## config.mk

```make
export PLATFORM = sky130hd
export DESIGN_NAME = mul_div_unit
export DESIGN_NICKNAME = d
export VERILOG_FILES = /design/src/rtl/mul_div_unit.sv
export SDC_FILE = /design/constraint.sdc
export NUM_CORES = 1
export LEC_CHECK = 0
export BUFFER_PORTS_ARGS = -buffer_cell sky130_fd_sc_hd__buf_2
export CAP_MARGIN = 0
export CORE_UTILIZATION = 40
export DETAILED_ROUTE_END_ITERATION = 10
export HOLD_SLACK_MARGIN = 0.05
export SYNTH_ARGS = -nofsm -noshare
export SYNTH_HDL_FRONTEND = slang
export SYNTH_SLANG_ARGS = --single-unit
```

## constraint.sdc

```tcl
create_clock -name clk -period 5.7 [get_ports clk]
set_input_delay 0.285 -clock clk [delete_from_list [all_inputs] [get_ports clk]]
set_output_delay 0.285 -clock clk [all_outputs]
set_load 0.05 [all_outputs]
```

## src/rtl/mul_div_unit.sv

```systemverilog
// Iterative 64-bit multiply/divide unit: shift-add multiply, restoring divide, one bit per cycle.
// Define MULDIV_SIGNED_EN to give MULH, DIV and REM two's-complement semantics.
module mul_div_unit (
    input  logic        clk,
    input  logic        rst_n,
    input  logic        start,
    input  logic [2:0]  op,
    input  logic [63:0] opA,
    input  logic [63:0] opB,
    input  logic [5:0]  rdAddr,
    output logic        busy,
    output logic        done,
    output logic [63:0] result,
    output logic [5:0]  resultAddr,
    output logic        writeEn
);

    localparam logic [2:0] OP_MUL   = 3'b000;
    localparam logic [2:0] OP_MULH  = 3'b001;
    localparam logic [2:0] OP_MULHU = 3'b010;
    localparam logic [2:0] OP_MULX  = 3'b011;
    localparam logic [2:0] OP_DIV   = 3'b100;
    localparam logic [2:0] OP_DIVU  = 3'b101;
    localparam logic [2:0] OP_REM   = 3'b110;
    localparam logic [2:0] OP_REMU  = 3'b111;
    localparam logic [6:0] LAST_CNT = 7'd64;

    typedef enum logic [1:0] {
        S_IDLE,
        S_RUN,
        S_DONE
    } state_t;

    state_t       r_state;
    logic [6:0]   r_cnt;
    logic         r_busy;
    logic         r_done;
    logic         r_we;
    logic [63:0]  r_result;
    logic [5:0]   r_result_addr;

    logic [2:0]   r_op;
    logic [5:0]   r_addr;
    logic         r_a_neg;
    logic         r_b_neg;
    logic         r_b_zero;
    logic [63:0]  r_opa;
    logic [63:0]  r_mcand;
    logic [127:0] r_prod;
    logic [63:0]  r_divisor;
    logic [63:0]  r_quo;
    logic [63:0]  r_rem;

    logic         w_signed_op;
    logic         w_a_neg;
    logic         w_b_neg;
    logic [63:0]  w_a_mag;
    logic [63:0]  w_b_mag;
    logic         w_accept;
    logic         w_iterate;
    logic [64:0]  w_mul_sum;
    logic [64:0]  w_rem_shift;
    logic         w_sub_ok;
    logic [63:0]  w_rem_diff;
    logic [127:0] w_prod_fix;
    logic [63:0]  w_quo_fix;
    logic [63:0]  w_rem_fix;
    logic [63:0]  w_final;

`ifdef MULDIV_SIGNED_EN
    assign w_signed_op = (op == OP_MULH) || (op == OP_DIV) || (op == OP_REM);
`else
    assign w_signed_op = 1'b0;
`endif

    // Signed operands run through the unsigned datapath as magnitudes.
    assign w_a_neg = w_signed_op & opA[63];
    assign w_b_neg = w_signed_op & opB[63];
    assign w_a_mag = w_a_neg ? (~opA + 64'd1) : opA;
    assign w_b_mag = w_b_neg ? (~opB + 64'd1) : opB;

    assign w_accept  = rst_n && (r_state == S_IDLE) && start;
    assign w_iterate = (r_state == S_RUN) && (r_cnt != LAST_CNT);

    // Shift-add step: add the multiplicand into the upper half when the
    // current multiplier bit is set, then shift the 129-bit value right.
    assign w_mul_sum = {1'b0, r_prod[127:64]} + (r_prod[0] ? {1'b0, r_mcand} : 65'd0);

    // Restoring step: the remainder is always below the divisor, so the
    // difference fits in 64 bits whenever the subtraction is taken.
    assign w_rem_shift = {r_rem, r_quo[63]};
    assign w_sub_ok    = (w_rem_shift >= {1'b0, r_divisor});
    assign w_rem_diff  = w_rem_shift[63:0] - r_divisor;

    assign w_prod_fix = (r_a_neg ^ r_b_neg) ? (~r_prod + 128'd1) : r_prod;
    assign w_quo_fix  = r_b_zero ? {64{1'b1}}
                      : ((r_a_neg ^ r_b_neg) ? (~r_quo + 64'd1) : r_quo);
    assign w_rem_fix  = r_b_zero ? r_opa
                      : (r_a_neg ? (~r_rem + 64'd1) : r_rem);

    always_comb begin
        w_final = w_prod_fix[63:0];
        case (r_op)
            OP_MUL, OP_MULX:  w_final = w_prod_fix[63:0];
            OP_MULH, OP_MULHU: w_final = w_prod_fix[127:64];
            OP_DIV, OP_DIVU:  w_final = w_quo_fix;
            OP_REM, OP_REMU:  w_final = w_rem_fix;
            default:          w_final = w_prod_fix[63:0];
        endcase
    end

    // NOTE: the datapath registers carry no reset; every one of them is
    // loaded at the accepting edge before it is ever read.
    always_ff @(posedge clk) begin
        if (w_accept) begin
            r_op      <= op;
            r_addr    <= rdAddr;
            r_a_neg   <= w_a_neg;
            r_b_neg   <= w_b_neg;
            r_b_zero  <= (opB == 64'd0);
            r_opa     <= opA;
            r_mcand   <= w_a_mag;
            r_prod    <= {64'd0, w_b_mag};
            r_divisor <= w_b_mag;
            r_quo     <= w_a_mag;
            r_rem     <= 64'd0;
        end else if (w_iterate) begin
            r_prod <= {w_mul_sum, r_prod[63:1]};
            r_quo  <= {r_quo[62:0], w_sub_ok};
            r_rem  <= w_sub_ok ? w_rem_diff : w_rem_shift[63:0];
        end
    end

    // Control FSM; the 65th RUN edge applies sign correction and registers the result.
    always_ff @(posedge clk) begin
        if (!rst_n) begin
            r_state       <= S_IDLE;
            r_cnt         <= 7'd0;
            r_busy        <= 1'b0;
            r_done        <= 1'b0;
            r_we          <= 1'b0;
            r_result      <= 64'd0;
            r_result_addr <= 6'd0;
        end else begin
            r_done <= 1'b0;
            r_we   <= 1'b0;
            case (r_state)
                S_IDLE: begin
                    if (start) begin
                        r_state <= S_RUN;
                        r_busy  <= 1'b1;
                        r_cnt   <= 7'd0;
                    end
                end
                S_RUN: begin
                    if (r_cnt == LAST_CNT) begin
                        r_state       <= S_DONE;
                        r_done        <= 1'b1;
                        r_we          <= (r_addr != 6'd0);
                        r_result      <= w_final;
                        r_result_addr <= r_addr;
                    end else begin
                        r_cnt <= r_cnt + 7'd1;
                    end
                end
                S_DONE: begin
                    r_state <= S_IDLE;
                    r_busy  <= 1'b0;
                end
                default: begin
                    r_state <= S_IDLE;
                    r_busy  <= 1'b0;
                end
            endcase
        end
    end

    assign busy       = r_busy;
    assign done       = r_done;
    assign writeEn    = r_we;
    assign result     = r_result;
    assign resultAddr = r_result_addr;

endmodule

```

==> impl_metrics.csv, run 1 <==
group,metric,value,unit
setup_path,crit_start,"r_prod[0]$_DFFE_PP_",
synth,synth_nets,3436,
setup_path,crit_path_max_incr_delay,0.47,ns
timing,slew_headroom,0.3193,
placed_design,port_buffers,212,
run,cap_violations,0,
synth,synth.most_common_cell,"nand2_1",
synth,avgSynthCellArea,8.698,µm²
timing,tns,0,ns
placed_design,place_inst,4082,
clocking,cts_made_buffers,54,
grt,grt_pass1_wl,129.3,mm
synth,synth_common_cells,"nand2_1 (601), a21oi_1 (274), o21ai_0 (268)",
synth,synthArstFlopShare,0,
clocking,clk_path_buf_depth,3,
worst_hold_path,hp-class,"in -> reg",
layout,drive_gt1_frac,0.1015,
timing,fin_crit_sh,0.7967,
synth,yosysTopAreaCell,"edfxtp_1",
timing,hold_viol,0,
placed_design,hpwl,57.03,mm
setup_path,crit_path_frequent_cell,"o21ai_0",
clocking,h-tree-depth,2,
grt,antenna_found_initial,1,
synth,synthFlopType,"edfxtp_1",
synth,synth_area_leaders,"edfxtp_1 (29%), dfxtp_1 (15%), nand2_1 (8.2%), ha_1 (5.9%), a21oi_1 (5.0%)",
timing,worstMarginPinSlew,1.012,ns
worst_hold_path,min_from,"op[2]",
pwr,ir_worst_vdd,0.0002456,V
synth,seq_area_frac_synth,0.4430,
routing,wl_per_cell,18.95,µm
routing,first_pass_iters,6,
clocking,clk_latency,0.61,ns
timing,slew_viol_final,0,
timing,hold_ws,0.3869,ns
floorplan,fp.dieW,264.3,µm
clocking,clk_pin_slew,0.06,ns
setup_path,crit_slowest_cell,"o21ai_0",
setup_path,critical-path-top-delay-family,"compound AO/OA/AOI/OAI gates",
synth,syn_area,27520,µm²
routing,finalWirelength,81.92,mm
synth,yosys.area.top_type_share,0.2902,
setup_path,path_class,"reg -> reg",
setup_path,cp-end-kind,"flop",
timing,rsz0062_at_grt,"false",
clocking,cts_resized,0,
setup_path,timing.rr.start,"r_prod[0]$_DFFE_PP_",
timing,fin_crit,4.541,ns
floorplan,ios,213,
setup_path,arrival,5.01,ns
routing,drcViolationCount,0,
synth,yosysUniqueCellTypes,81,
setup_path,required,6.16,ns
floorplan,initial_core_util,0.4069,
layout,stdcell_count,4323,
clocking,cts_num_sinks,476,
floorplan,die_area,69850,µm²
synth,synthCells,3164,
grt,grt_start_max_net_pins,129,
grt,grt.total_usage,0.2305,
placed_design,gp_congestion,0.8857,
synth,synth_edf_count,266,
floorplan,num_rows,95,
setup_path,cp_max_fo,36,
clocking,clock-root-buffer,"clkbuf_16",
layout,final.fill_count,6499,
floorplan,core,67630,µm²
timing,fmax,220.2,MHz
routing,drt_iter0_markers,1525,
grt,grt_pass1_vias,22900,
routing,postRouteAntennaNets,0,
timing,skew,0.02211,ns
status,status,"finished clean",
routing,post_drt_via_cell_ratio,5.452,
pwr,finalPower,12.47,mW
layout,finish.net_count,3676,
clocking,tritoncts,"yes",
floorplan,die_h,264.3,µm
routing,via_count,23570,
synth,yosysWarnings,0,
timing,setup_viol,0,
grt,overflow,0,
setup_path,crit_path_cell_trace,"buf_4, and2_1, ha_1, fa_1, a21oi_1, o211ai_1, a21oi_1, a2111oi_0, buf_4, o21ai_0, nand2_1, a41o_1, o21ai_0, o21bai_1, xnor2_1, o21ai_0",
setup_path,critPathLaunchType,"flop",
layout,area_growth,17.56,%
synth,ys_ff_latch,476,
setup_path,path_buf_inv,2,
pwr,p_per_area,385.3,nW/µm²
pwr,p_leak,13.31,nW
## layer usage
layer  vias to the layer above  track usage  part of all wire
li1                      11750            -                 -
met1                     11150       0.3272              0.48
met2                       551       0.3734              0.45
met3                       115      0.02256             0.041
met4                         0      0.06113             0.023
met5                         -            0                 0
## kinds of logic (layout without fill, tap and decap cells)
logic type,count (synthesis),in the layout,synth area share
AOI/OAI and AO/OA,877,877,0.1945
xor gates and xnor gates,124,124,0.03946
adders and majority gates,132,132,0.06056
buffers and inverters,292,576,0.04133
DFF,476,476,0.4430
muxes,68,68,0.02473
other,0,2,0
and+or+nand+nor,1195,1195,0.1965
## layout by cell type (no fill, tap or decap), types with 10 or more instances in the layout
master / count
xnor2_1: 71
buf_2: 212
dfxtp_1: 210
clkbuf_1: 10
nand3_1: 109
a211oi_1: 142
dlygate4sd3_1: 139
ha_1: 130
o21ai_0: 268
and3_1: 14
nand4_1: 37
buf_4: 20
a21oi_1: 274
and2_1: 74
clkinv_1: 11
mux2i_1: 68
o211ai_1: 17
nand2_1: 599
nor4_1: 26
clkbuf_16: 54
a21o_1: 49
a22o_1: 10
o21bai_1: 25
edfxtp_1: 266
nor3_1: 13
nand2b_1: 19
nor2_1: 192
inv_1: 97
a31oi_1: 10
xor2_1: 52
nor2b_1: 80
## worst paths after layout
kind / end / slack (ns) / cells after the start
max: r_prod[123]$_SDFFE_PP0P_ / 1.16 / 16
min: r_op[2]$_DFFE_PP_ / 0.39 / 2
max reg2reg: r_prod[123]$_SDFFE_PP0P_ / 1.16 / 16
min reg2reg: resultAddr[2]$_SDFFE_PN0P_ / 0.46 / 2
## stage by stage
step	cell area, µm²	utilization	setup slack [ns]
2_1_floorplan	27520	-	0.2450
3_3_place_gp	29230	0.4321	1.207
3_5_place_dp	29230	0.4321	1.104
4_1_cts	32350	0.4783	1.030
5_1_grt	32350	0.4783	0.6640
6_report	32350	0.4784	1.159
## cell type report
class	instances	area, µm²	area share
multi-input cells	2396	14240	0.4403
flip-flops and latches	476	12190	0.3768
repair buffers	376	2703	0.08353
clock buffers	68	1444	0.04463
well taps	873	1092	0.03376
inverters	100	387.9	0.01199
clock inverters	32	286.5	0.008856
diodes	2	5.005	0.0001547
## sequential cells by signal, indices dropped and copies added, names as in the netlist, 2 cells and up
signal,flops
r_rem,64
resultAddr,6
r_mcand,64
r_state,2
r_divisor,64
r_quo,64
result,64
r_prod,128
r_op,3
r_cnt,7
r_addr,6
## where the power goes
part	switching [mW]	internal [mW]	leakage, nW
Sequential	0.517	4.16	4.23
Combinational	2.61	1.71	8.23
Clock	1.49	1.98	0.848
## timing repair
action | 4_1_cts | 5_1_grt
buffers inserted | 0 | 0
endpoints found under the hold margin | 270 | 0
hold buffers | 139 | 0
Power figures use the tool's default switching activity.
==> inputs of run 2 (changes only) <==
==> constraint.sdc (replaced) <==
create_clock -name clk -period 4.25 [get_ports clk]
set_input_delay 0.2125 -clock clk [delete_from_list [all_inputs] [get_ports clk]]
set_output_delay 0.2125 -clock clk [all_outputs]
set_load 0.05 [all_outputs]
==> run 2 against run 1 <==
  * Power grew 37%
  * Combinational power up 37%
  * Register-to-register slack got worse by 0.93 ns
  * First-iteration DRC count is 8.5% higher
  * Utilization rose by 0.52 points
  * Global-route usage increased by 0.23 points
  * Flip-flop and latch count is the same
  * Routed wire length up 0.29%
  * Final cell count grew 0.53%
  * Hold slack lost 0.077 ns
  * Sequential power is 34% higher
==> impl_metrics.csv, run 2 (synthesized netlist as in run 1, its figures left out) <==
group,metric,value,unit
layout,antenna_cells,0,
floorplan,ios,213,
pwr,p_seq_frac,0.367,
layout,area_growth,18.85,%
floorplan,fp.dieW,264.3,µm
pwr,p_leak,13.48,nW
grt,grt_pass1_wl,131.0,mm
grt,antenna_found_initial,0,
layout,drive_gt1_frac,0.1109,
layout,final_cell_mix,"nand2_1 (599), a21oi_1 (273), o21ai_0 (267)",
routing,wl_per_cell,18.90,µm
clocking,cts_made_buffers,55,
routing,drcViolationCount,0,
setup_path,cp_max_fo,38,
placed_design,dp_slack,0.1071,ns
pwr,p_int,10.85,mW
layout,largest_register_ff_count,128,
timing,tns,0,ns
layout,seqCellArea,12190,µm²
layout,final_common_cell,"nand2_1",
clocking,clock-root-buffer,"clkbuf_16",
placed_design,port_buffers,212,
timing,fmax,248.9,MHz
placed_design,placed_area,29420,µm²
layout,fin_util,0.4836,
setup_path,critical-path-top-delay-family,"compound AO/OA/AOI/OAI gates",
routing,postRouteAntennaNets,0,
routing,via_count,23880,
pwr,ir_worst_vdd,0.0003093,V
clocking,clk_latency,0.62,ns
routing,finalWirelength,82.16,mm
setup_path,arrival,4.51,ns
setup_path,required,4.74,ns
setup_path,crit_slowest_cell,"nor4_4",
timing,hold_viol,0,
placed_design,hpwl,57.90,mm
pwr,power.switching,6.254,mW
setup_path,crit_path_max_incr_delay,0.51,ns
timing,skew,0.02514,ns
layout,final_area,32710,µm²
grt,overflow,0,
floorplan,die_h,264.3,µm
status,status,"finished clean",
routing,post_drt_via_cell_ratio,5.494,
floorplan,core,67630,µm²
timing,final.setup.worst_slack,0.2324,ns
clocking,tritoncts,"yes",
clocking,clk_pin_slew,0.06,ns
pwr,p_comb_frac,0.345,
setup_path,cp-end-kind,"flop",
grt,grt_start_max_net_pins,162,
timing,setup_viol,0,
timing,fin_crit_sh,0.9453,
floorplan,num_rows,95,
timing,rsz0062_at_grt,"false",
floorplan,initial_core_util,0.4069,
layout,finish.net_count,3700,
setup_path,path_class,"reg -> reg",
setup_path,crit_path_cell_trace,"buf_6, and2_1, ha_1, nand2_1, nor4_4, o2111ai_4, a2111oi_4, buf_4, a41oi_2, o21ba_2, o41ai_2, xnor2_1, o21ai_1",
floorplan,die_area,69850,µm²
grt,grt_pass1_vias,23040,
routing,drt_iter0_markers,1654,
setup_path,path_buf_inv,2,
timing,worstMarginPinSlew,1.055,ns
pwr,p_per_area,523.0,nW/µm²
pwr,netSwitchingFraction,0.3656,
pwr,pwr-share-clk,0.288,
routing,first_pass_iters,5,
worst_hold_path,hp-class,"in -> reg",
timing,slew_viol_final,0,
clocking,clk_path_buf_depth,3,
grt,grt.total_usage,0.2328,
placed_design,gp_congestion,0.9142,
layout,max_flop_register,"r_prod",
layout,multiInputGateArea,14290,µm²
run,cap_violations,0,
layout,final.fill_count,6475,
timing,fin_crit,4.018,ns
timing,slew_headroom,0.2969,
setup_path,critPathLaunchType,"flop",
clocking,cts_num_sinks,476,
pwr,finalPower,17.11,mW
clocking,h-tree-depth,2,
==> run 2: cell types whose count changed in the layout (fill, tap and decap cells not counted), sizes merged <==
cell and delta:
buf +23, bufinv +2, clkbuf +7, clkinv -7, clkinvlp +2, diode -2
inv -2
==> run 2: final cells by class <==
class / count / share of cell area
multi-input cells: 2396 / 0.4368
inverters: 100 / 0.01182
clock buffers: 75 / 0.04721
clock inverters: 27 / 0.008837
well taps: 873 / 0.03340
repair buffers: 399 / 0.08917
flip-flops and latches: 476 / 0.3727
==> run 2: worst paths after layout <==
path,to,slack (ns),from,cells after the start
min,r_op[0]$_DFFE_PP_,0.31,op[0],2
max,r_prod[124]$_SDFFE_PP0P_,0.23,r_prod[0]$_DFFE_PP_,13
max reg2reg,r_prod[124]$_SDFFE_PP0P_,0.23,r_prod[0]$_DFFE_PP_,13
min reg2reg,resultAddr[4]$_SDFFE_PN0P_,0.46,resultAddr[4]$_SDFFE_PN0P_,2
==> run 2: metal layers <==
layer	track usage	part of all wire	routed length (µm)	vias to the layer above
met1	0.3295	0.48	39110	11460
met4	0.05673	0.020	1604	0
li1	-	-	-	11810
met2	0.3780	0.46	38110	504
met5	0	0	0	-
met3	0.02619	0.041	3329	106
==> run 2: what timing repair did <==
item / 4_1_cts / 5_1_grt
hold buffers: 139 / 0
gates resized for setup: 0 / 12
endpoints found under the setup margin: 0 / 13
hold endpoints to repair: 272 / 0
setup buffers: 0 / 2
==> run 2: per-stage QoR <==
step	hold slack [ns]	cells
6_report	0.3100	4346
5_1_grt	0.2992	4346
4_1_cts	0.2764	4344
3_5_place_dp	0.3913	4103
3_3_place_gp	0.3905	4103
2_1_floorplan	0.3114	3164
==> run 2: worst register-to-register path, stage by stage (launching register included) <==
cell and delay (ns):
edfxtp_1 0.44, buf_6 0.21, and2_1 0.22, ha_1 0.38
nand2_1 0.16, nor4_4 0.51, o2111ai_4 0.26, a2111oi_4 0.39
buf_4 0.20, a41oi_2 0.22, o21ba_2 0.32, o41ai_2 0.37
xnor2_1 0.15, o21ai_1 0.07
==> run 2: power groups by stage <==
stage | Clock (mW) | Combinational, mW | Sequential [mW]
3_3_place_gp | 0 | 5.69 | 6.36
5_1_grt | 5.18 | 6.63 | 6.36
6_report | 4.92 | 5.90 | 6.29
4_1_cts | 5.02 | 5.86 | 6.27
2_1_floorplan | 0 | 4.46 | 6.05
3_5_place_dp | 0 | 5.71 | 6.36
